==> src/rtl/tt_lut_pkg.sv <==
// Shared constants for the programmable LUT circuit: config FSM encoding,
// legacy truth tables and ui_in bit positions.
package tt_lut_pkg;

    typedef logic [1:0] cfg_state_t;

    localparam cfg_state_t ST_IDLE   = 2'd0;
    localparam cfg_state_t ST_SHIFT  = 2'd1;
    localparam cfg_state_t ST_COMMIT = 2'd2;

    // out0 = (A&B)|~C and out1 = ~C, indexed by {C,B,A}
    localparam logic [7:0] TT_LEGACY_X = 8'h8F;
    localparam logic [7:0] TT_LEGACY_Y = 8'h0F;

    localparam int UI_A        = 0;
    localparam int UI_B        = 1;
    localparam int UI_C        = 2;
    localparam int UI_CFG_EN   = 3;
    localparam int UI_CFG_DATA = 4;
    localparam int UI_CFG_CLK  = 5;
    localparam int UI_HOLD     = 6;
    localparam int UI_UNUSED   = 7;

    function automatic logic lut_eval(input logic [7:0] tt, input logic [2:0] idx);
        return tt[idx];
    endfunction

endpackage

==> src/rtl/tt_lut_cfg_if.sv <==
// Link between the top (synchronised config pins in, table image out) and
// the serial config loader.
interface lut_cfg_if #(
    parameter int NUM_LUT = 2
);
    logic                 cfg_en;
    logic                 cfg_data;
    logic                 cfg_clk;
    logic                 commit;
    logic                 busy;
    logic                 error;
    logic [NUM_LUT*8-1:0] sr;

    modport master (
        output cfg_en, cfg_data, cfg_clk,
        input  commit, busy, error, sr
    );

    modport slave (
        input  cfg_en, cfg_data, cfg_clk,
        output commit, busy, error, sr
    );
endinterface

==> src/rtl/lut_cfg_loader.sv <==
// Serial truth-table loader: edge detect on the synchronised pins, shift
// register with saturating bit count, and the commit/error decision.
//   state  | meaning
//   IDLE   | waiting for cfg_en to rise
//   SHIFT  | shifting one bit per cfg_clk rise while cfg_en is high
//   COMMIT | one cycle, top copies sr into the table registers
module lut_cfg_loader
    import tt_lut_pkg::*;
#(
    parameter int NUM_LUT = 2
) (
    input  logic      clk,
    input  logic      rst_n,
    lut_cfg_if.slave  bus
);

    localparam int W  = NUM_LUT * 8;
    localparam int CW = $clog2(W + 2);
    localparam logic [CW-1:0] CNT_FULL = CW'(W);
    localparam logic [CW-1:0] CNT_SAT  = CW'(W + 1);

    cfg_state_t    state;
    logic [CW-1:0] cnt;
    logic [W-1:0]  sr;
    logic          error;
    logic          en_d;
    logic          clk_d;
    logic          en_rise;
    logic          en_fall;
    logic          clk_rise;

    assign en_rise  =  bus.cfg_en  & ~en_d;
    assign en_fall  = ~bus.cfg_en  &  en_d;
    assign clk_rise =  bus.cfg_clk & ~clk_d;

    always_ff @(posedge clk or negedge rst_n) begin
        if (!rst_n) begin
            state <= ST_IDLE;
            cnt   <= '0;
            sr    <= '0;
            error <= 1'b0;
            en_d  <= 1'b0;
            clk_d <= 1'b0;
        end else begin
            en_d  <= bus.cfg_en;
            clk_d <= bus.cfg_clk;
            case (state)
                ST_IDLE: begin
                    if (en_rise) begin
                        state <= ST_SHIFT;
                        cnt   <= '0;
                        error <= 1'b0;
                    end
                end
                ST_SHIFT: begin
                    // a cfg_clk rise coinciding with the fall is dropped
                    if (en_fall) begin
                        if (cnt == CNT_FULL) begin
                            state <= ST_COMMIT;
                        end else begin
                            state <= ST_IDLE;
                            error <= 1'b1;
                        end
                    end else if (clk_rise && bus.cfg_en) begin
                        sr <= {sr[W-2:0], bus.cfg_data};
                        if (cnt != CNT_SAT) cnt <= cnt + 1'b1;
                    end
                end
                ST_COMMIT: state <= ST_IDLE;
                default:   state <= ST_IDLE;
            endcase
        end
    end

    assign bus.commit = (state == ST_COMMIT);
    assign bus.busy   = (state != ST_IDLE);
    assign bus.error  = error;
    assign bus.sr     = sr;

endmodule

==> src/rtl/tt_um_reuel_pandher_lut_circuit.sv <==
// Tiny Tapeout top: NUM_LUT run-time programmable 3-input LUTs on shared
// synchronised inputs, with registered outputs and an out0 transition counter.
module tt_um_reuel_pandher_lut_circuit
    import tt_lut_pkg::*;
#(
    parameter int                   NUM_LUT    = 2,
    parameter logic [NUM_LUT*8-1:0] TT_DEFAULT = {TT_LEGACY_Y, TT_LEGACY_X},
    parameter int                   SYNC_STG   = 2
) (
    input  logic       clk,
    input  logic       rst_n,
    input  logic       ena,
    input  logic [7:0] ui_in,
    output logic [7:0] uo_out,
    input  logic [7:0] uio_in,
    output logic [7:0] uio_out,
    output logic [7:0] uio_oe
);

    logic [SYNC_STG*7-1:0] sync_q;
    logic [6:0]            s;
    logic [2:0]            idx;
    logic [NUM_LUT*8-1:0]  tables;
    logic [NUM_LUT-1:0]    lut_q;
    logic [NUM_LUT-1:0]    lut_next;
    logic [7:0]            trans_cnt;

    lut_cfg_if #(.NUM_LUT(NUM_LUT)) cfg_bus ();

    always_ff @(posedge clk or negedge rst_n) begin
        if (!rst_n) sync_q <= '0;
        else        sync_q <= {sync_q[(SYNC_STG-1)*7-1:0], ui_in[6:0]};
    end

    assign s   = sync_q[SYNC_STG*7-1 -: 7];
    assign idx = {s[UI_C], s[UI_B], s[UI_A]};

    assign cfg_bus.cfg_en   = s[UI_CFG_EN];
    assign cfg_bus.cfg_data = s[UI_CFG_DATA];
    assign cfg_bus.cfg_clk  = s[UI_CFG_CLK];

    lut_cfg_loader #(.NUM_LUT(NUM_LUT)) u_loader (
        .clk   (clk),
        .rst_n (rst_n),
        .bus   (cfg_bus)
    );

    // sr byte k is already aligned with LUT k, so the image copies whole
    always_ff @(posedge clk or negedge rst_n) begin
        if (!rst_n)              tables <= TT_DEFAULT;
        else if (cfg_bus.commit) tables <= cfg_bus.sr;
    end

    always_comb begin
        lut_next = '0;
        for (int k = 0; k < NUM_LUT; k++) begin
            lut_next[k] = lut_eval(tables[k*8 +: 8], idx);
        end
    end

    always_ff @(posedge clk or negedge rst_n) begin
        if (!rst_n) begin
            lut_q     <= '0;
            trans_cnt <= '0;
        end else if (!s[UI_HOLD]) begin
            lut_q <= lut_next;
            if (lut_next[0] != lut_q[0]) trans_cnt <= trans_cnt + 8'd1;
        end
    end

    always_comb begin
        uo_out              = '0;
        uo_out[NUM_LUT-1:0] = lut_q;
        uo_out[6]           = cfg_bus.busy;
        uo_out[7]           = cfg_bus.error;
    end

    assign uio_out = trans_cnt;
    assign uio_oe  = 8'hFF;

    logic _unused;
    assign _unused = &{ena, uio_in, ui_in[UI_UNUSED], 1'b0};

endmodule

==> config.mk <==
export PLATFORM = sky130hd
export DESIGN_NAME = tt_um_reuel_pandher_lut_circuit
export DESIGN_NICKNAME = d
export VERILOG_FILES = /design/src/rtl/tt_lut_pkg.sv /design/src/rtl/tt_lut_cfg_if.sv /design/src/rtl/lut_cfg_loader.sv /design/src/rtl/tt_um_reuel_pandher_lut_circuit.sv
export SDC_FILE = /design/constraint.sdc
export NUM_CORES = 1
export LEC_CHECK = 0
export CAP_MARGIN = 20
export CELL_PAD_IN_SITES_DETAIL_PLACEMENT = 1
export CELL_PAD_IN_SITES_GLOBAL_PLACEMENT = 2
export CORE_AREA = 2 2 83 125
export CTS_CLUSTER_DIAMETER = 80
export DETAILED_ROUTE_END_ITERATION = 10
export DIE_AREA = 0 0 85 127
export GPL_TIMING_DRIVEN = 0
export PLACE_DENSITY_LB_ADDON = 0.1
export SLEW_MARGIN = 0
export SYNTH_ARGS = -nofsm -noshare
export SYNTH_HDL_FRONTEND = slang
export SYNTH_SLANG_ARGS = --single-unit
==> constraint.sdc <==
create_clock -name clk -period 2.5 [get_ports clk]
set_input_delay 0.25 -clock clk [delete_from_list [all_inputs] [get_ports clk]]
set_output_delay 0.25 -clock clk [all_outputs]
set_load 0.1 [all_outputs]
# == Word level (Yosys, flattened, before mapping) ==
# Index checks and enable logic that the tools add are counted.
# op_classes
mux,17
eq_ne,11
n_addsub,2
reduce_logical,9
n_lt_le_gt_ge,1
bitwise,8
# op_table
op,n
5-bit two-way mux,4
5-bit one-hot mux with 2 select lines,1
"8-bit by 1-bit adder with 8-bit output, second input constant",1
"2-bit by 1-bit != test with 1-bit output, second input constant",4
1-bit binary-select mux with 3-bit select,2
2-bit two-way mux,3
"5-bit by 1-bit adder with 5-bit output, second input constant",1
"5-bit equality test, second input constant",1
1-bit two-way mux,5
"5-bit != test, second input constant",1
1-bit NOT,5
5-bit AND reduction,1
"3-bit by 4-bit less-than comparator with 1-bit output, second input constant",1
"2-bit != test, second input constant",2
2-bit one-hot mux with 2 select lines,1
2-bit AND reduction,2
4-bit AND reduction,1
2-bit nonzero test,2
1-bit bitwise AND,3
3-bit AND reduction,1
"2-bit by 1-bit equality test with 1-bit output, second input constant",1
"2-bit equality test, second input constant",1
2-bit logical NOT,1
1-bit one-hot mux with 2 select lines,1
2 further kinds,2
# totals
ff_bits,66
output_inout_bits,24
inputBits,19
wordCells,58

# == Depth between registers and ports, before layout ==
# logic_depth
word_depth,6
depth_mapped,6
ltp_nobuf,6

# == Hierarchy ==
# Synthesis repeated with hierarchy kept, for this count alone.
# hier_totals
cells_unflattened,213
hier_area_um2,2957.8
# by_module_without_submodules
module,area_each_um2,cells_each,instances,seq_area_each_um2
tt_um_reuel_pandher_lut_circuit,1756.7,122,1,1012.2
lut_cfg_loader,1201.2,91,1,650.6

# == Worst setup path after synthesis ==
# No wires, ideal clock.
# synth_timing
path_type,reg-to-reg
from,"register trans_cnt[2], in the netlist uio_out[2]"
to,"register trans_cnt[7], in the netlist uio_out[7]"
path_stages_with_launch,5
t_arrival_ns,1.854
slack_ns,0.489
period_less_slack_ns,2.011
setup_time_ns,0.158
t_required_ns,2.342
n_path_buf,0
cell_sequence,dfrtp_1 nand4_1 nor4b_1 mux2i_1 xnor2_1
# synth_between
elab_chain_len,1
# synth_rtl
element,line,rtl
start: declaration,tt_um_reuel_pandher_lut_circuit.sv:26,logic [7:0] trans_cnt;
start signal: assignment,tt_um_reuel_pandher_lut_circuit.sv:67,if (lut_next[0] != lut_q[0]) trans_cnt <= trans_cnt + 8'd1;
8-bit by 1-bit adder with 8-bit output,tt_um_reuel_pandher_lut_circuit.sv:67,
# Every way passes these cells.
# A chain may end at the register's enable or synchronous reset.

# == Worst setup path after layout ==
# layout_timing
from,"register trans_cnt[2], in the netlist uio_out[2]"
to,output port uio_out[2]
# layout_lines
element,line,rtl
end: declaration,tt_um_reuel_pandher_lut_circuit.sv:16,"output logic [7:0] uio_out,"
# No word-level cell between the ends.

==> flow_summary.toml <==
[worst_setup_path]
timing.reg2reg.setup_slack_ps = 300
critical_path.max_stage_delay_ps = 1180
startpoint_type = "flop"
cp-end-kind = "output pin"
timing.critical_path.cells = "clkdlybuf4s50_1"
r2r_start = "u_loader.state[1]$_DFFE_PN0P_"
worst_path_max_delay_cell = "sky130_fd_sc_hd__clkdlybuf4s50_1"
critical_path_s_top_delay_family = "buffers and inverters"
worst_ep_required_time_ps = 2250
critPathArrivalTime_ps = 1980
worst_r2r_dst = "u_loader.bus.sr[8]$_DFFE_PN0P_"
crit_path_max_fanout = 7
worstSetupPathType = "flop to output pin"
timing.reg2reg.worst_path_depth = 4
worstPathBufferInverterCount = 1

[clock_tree]
clock_transition_at_the_registers_of_the_reported_paths_ps = 60
tritoncts_num_sinks = 66
cts-root-buf = "sky130_fd_sc_hd__clkbuf_16"
ctsHoldBuffers = 0
cts_setup_buffers = 0
cts_inserted_buffers = 9
cts_tree = "done"
cts_resized = 0
cts_max_level = 3
cts-root-to-sink-buffers = 2
insertion_delay_ps = 330

[finish]
final_instance_area_mm2 = 0.00360
finalNetCount = 276
fillers = 1029
area_growth_pct = 25.4
drive_gt1_share_pct = 30.2
antenna_cells_inserted = 0

[logic_synthesis]
synthesis.yosys.warnings = 0
seq_area_frac_synth_pct = 57.9
synth_area_per_cell_um2 = 13.5
synth.ff_latch_count = 66
ys_top_cells_by_count = "57 x sky130_fd_sc_hd__dfrtp_1, 34 x sky130_fd_sc_hd__mux2_2, 14 x sky130_fd_sc_hd__buf_4"
postSynth.asyncResetShare_pct = 100
yosys.cell_count.top_type = "sky130_fd_sc_hd__dfrtp_1"
yosys-top-cells-area = "sky130_fd_sc_hd__dfrtp_1 50%, sky130_fd_sc_hd__mux2_2 13%, sky130_fd_sc_hd__dfstp_2 8.2%, sky130_fd_sc_hd__buf_4 3.7%, sky130_fd_sc_hd__mux4_1 3.7%"
synth_area_leader_cell = "sky130_fd_sc_hd__dfrtp_1"
postSynthCellCount = 212
synth_top_area_share_pct = 49.7
synth_edf_count = 0
synth_flop_cell = "sky130_fd_sc_hd__dfrtp_1"
post_synth_num_cell_types = 34
syn-cell-area_mm2 = 0.00287

[min_path]
hold_path.class = "input port to async pin"

[run]
maximum_capacitance_violations = 0

[die]
die-area_mm2 = 0.0108
initial_core_util_pct = 29.8
die-width_um = 85
std_cell_rows = 44
num_io_pins = 43
die_span_y_um = 127
core_mm2 = 0.00963

[outcome]
outcome = "finished clean"

[grt]
grt_max_degree = 67
wire_length_of_the_first_global_routing_pass_um = 9590
grtUsageTotal_pct = 11.7
first_global_vias = 1785
antenna_found_initial = 0
global_route.overflow_total = 0

[drt]
drcViolationCount = 0
route.detailed.vias_per_inst = 4.56
initialDrtViolationCount = 49
vias_after_detailed_routing = 1702
routed_wl_um = 5510
post_drt_wl_per_cell_um = 14.8
drt-pass1-iter-count = 4
antenna_left = 0

[pwr]
cellPowerDensity_mw_per_mm2 = 819
power.ir.vdd_worst_mv = 0.306
power.leakage_nw = 1.58

[placed_design]
place.port_buffers = 20
detailed_place_hpwl_um = 3680
place_congestion = 0.691
post_dp_cell_area_mm2 = 0.00325
dp_slack_ps = 231

[timing]
max_slew.worst_pin.slew_ps = 963
relSlewSlack_pct = 35.6
final_setup_violations = 0
clock-skew-final_ps = 5.43
rsz_0062_raised_after_global_routing = "false"
clock.fmax_ghz = 0.449
timing.hold.ws_ps = 9.82
layout_min_cycle_time_ps = 2230
post-route-period-util_pct = 89.1
final_critical_path_setup_slack_ps = 272
timing.final.hold_violations = 0
drv_slew = 0
## where the power goes
group / total [mW] / switching (mW) / internal [mW]
clock network: 1.47 / 0.491 / 0.982
logic: 0.280 / 0.185 / 0.0948
registers: 1.20 / 0.0601 / 1.14
total: 2.95 / 0.736 / 2.21
## sequential cells by signal, indices dropped and copies added, names as in the netlist
signal              count
sync_q                 14
u_loader.bus.error      1
u_loader.clk_d          1
lut_q                   2
tables                 16
u_loader.state          2
uio_out                 8
u_loader.cnt            5
u_loader.en_d           1
u_loader.bus.sr        16
## cells in the final DEF, fill, tap and decap left out, drive strengths merged
| cell | Yosys | final |
|---|---|---|
| dfrtp | 57 | 57 |
| mux2 | 35 | 35 |
| clkdlybuf4s50 | 0 | 18 |
| buf | 17 | 18 |
| clkbuf | 4 | 13 |
| conb | 2 | 12 |
| dfstp | 9 | 9 |
| nand2 | 8 | 8 |
| mux2i | 8 | 8 |
| nor3 | 7 | 7 |
| xnor2 | 7 | 7 |
| nor2 | 6 | 6 |
| nand3 | 6 | 6 |
| o21ai | 6 | 6 |
| inv | 4 | 6 |
| nand2b | 4 | 4 |
| a21oi | 4 | 4 |
| mux4 | 4 | 4 |
| ha | 4 | 4 |
| nor2b | 3 | 3 |
| nor4b | 3 | 3 |
| o31ai | 3 | 3 |
| or4 | 3 | 3 |
| bufinv | 0 | 3 |
| nor4 | 2 | 2 |
| or2 | 1 | 1 |
| nand4 | 1 | 1 |
| nand3b | 1 | 1 |
| a311oi | 1 | 1 |
| nor4bb | 1 | 1 |
| o22a | 1 | 1 |
| clkinvlp | 0 | 1 |
| clkinv | 0 | 1 |
| dlymetal6s2s | 0 | 1 |
## stage by stage
step	utilization, %	power (mW)	TNS [ps]	instances
floorplan	-	1.42	0	222
finish	37.4	2.95	0	373
CTS	37.4	3.00	0	373
global placement	33.8	1.50	-71640	357
global route	37.4	3.08	0	373
detailed placement	33.7	1.50	0	357
## cell type report
type | count | area (um^2) | share of cell area (%)
clock buffer | 9 | 225 | 6.25
buffer | 21 | 140 | 3.89
inverter | 4 | 15.0 | 0.417
timing repair buffer | 20 | 200 | 5.56
multi-input combinational | 131 | 1090 | 30.3
sequential | 66 | 1660 | 46.2
clock inverter | 7 | 124 | 3.44
tap | 115 | 144 | 3.99
## worst max path at each step
stage,depth (start not counted),endpoint,startpoint
6_report,1,uio_out[2],uio_out[2]$_DFFE_PN0P_
5_1_grt,4,u_loader.bus.sr[11]$_DFFE_PN0P_,u_loader.state[0]$_DFFE_PN0P_
4_1_cts,3,uo_out[6],u_loader.state[0]$_DFFE_PN0P_
3_5_place_dp,4,u_loader.bus.sr[8]$_DFFE_PN0P_,u_loader.state[1]$_DFFE_PN0P_
3_3_place_gp,1,u_loader.bus.sr[10]$_DFFE_PN0P_,rst_n
2_1_floorplan,4,uio_out[7]$_DFFE_PN0P_,uio_out[2]$_DFFE_PN0P_
## metal layers
| metal | track usage (%) | share of wire [%] |
|---|---|---|
| met3 | 3.68 | 3.2 |
| met4 | 5.88 | 2.4 |
| met5 | 0 | 0 |
| met1 | 14.3 | 44 |
| met2 | 18.4 | 50 |
## logic make-up after synthesis
family                     count (synthesis)  share of synthesized area, %
DFF                                       66                          57.9
buffers and inverters                     25                          5.40
muxes                                     47                          20.6
and+or+nand+nor                           46                          8.80
other                                      2                         0.262
xor gates and xnor gates                   7                          2.14
AOI/OAI and AO/OA                         15                          3.14
adders and majority gates                  4                          1.74
No activity file was read; power rests on OpenSTA's default activity.
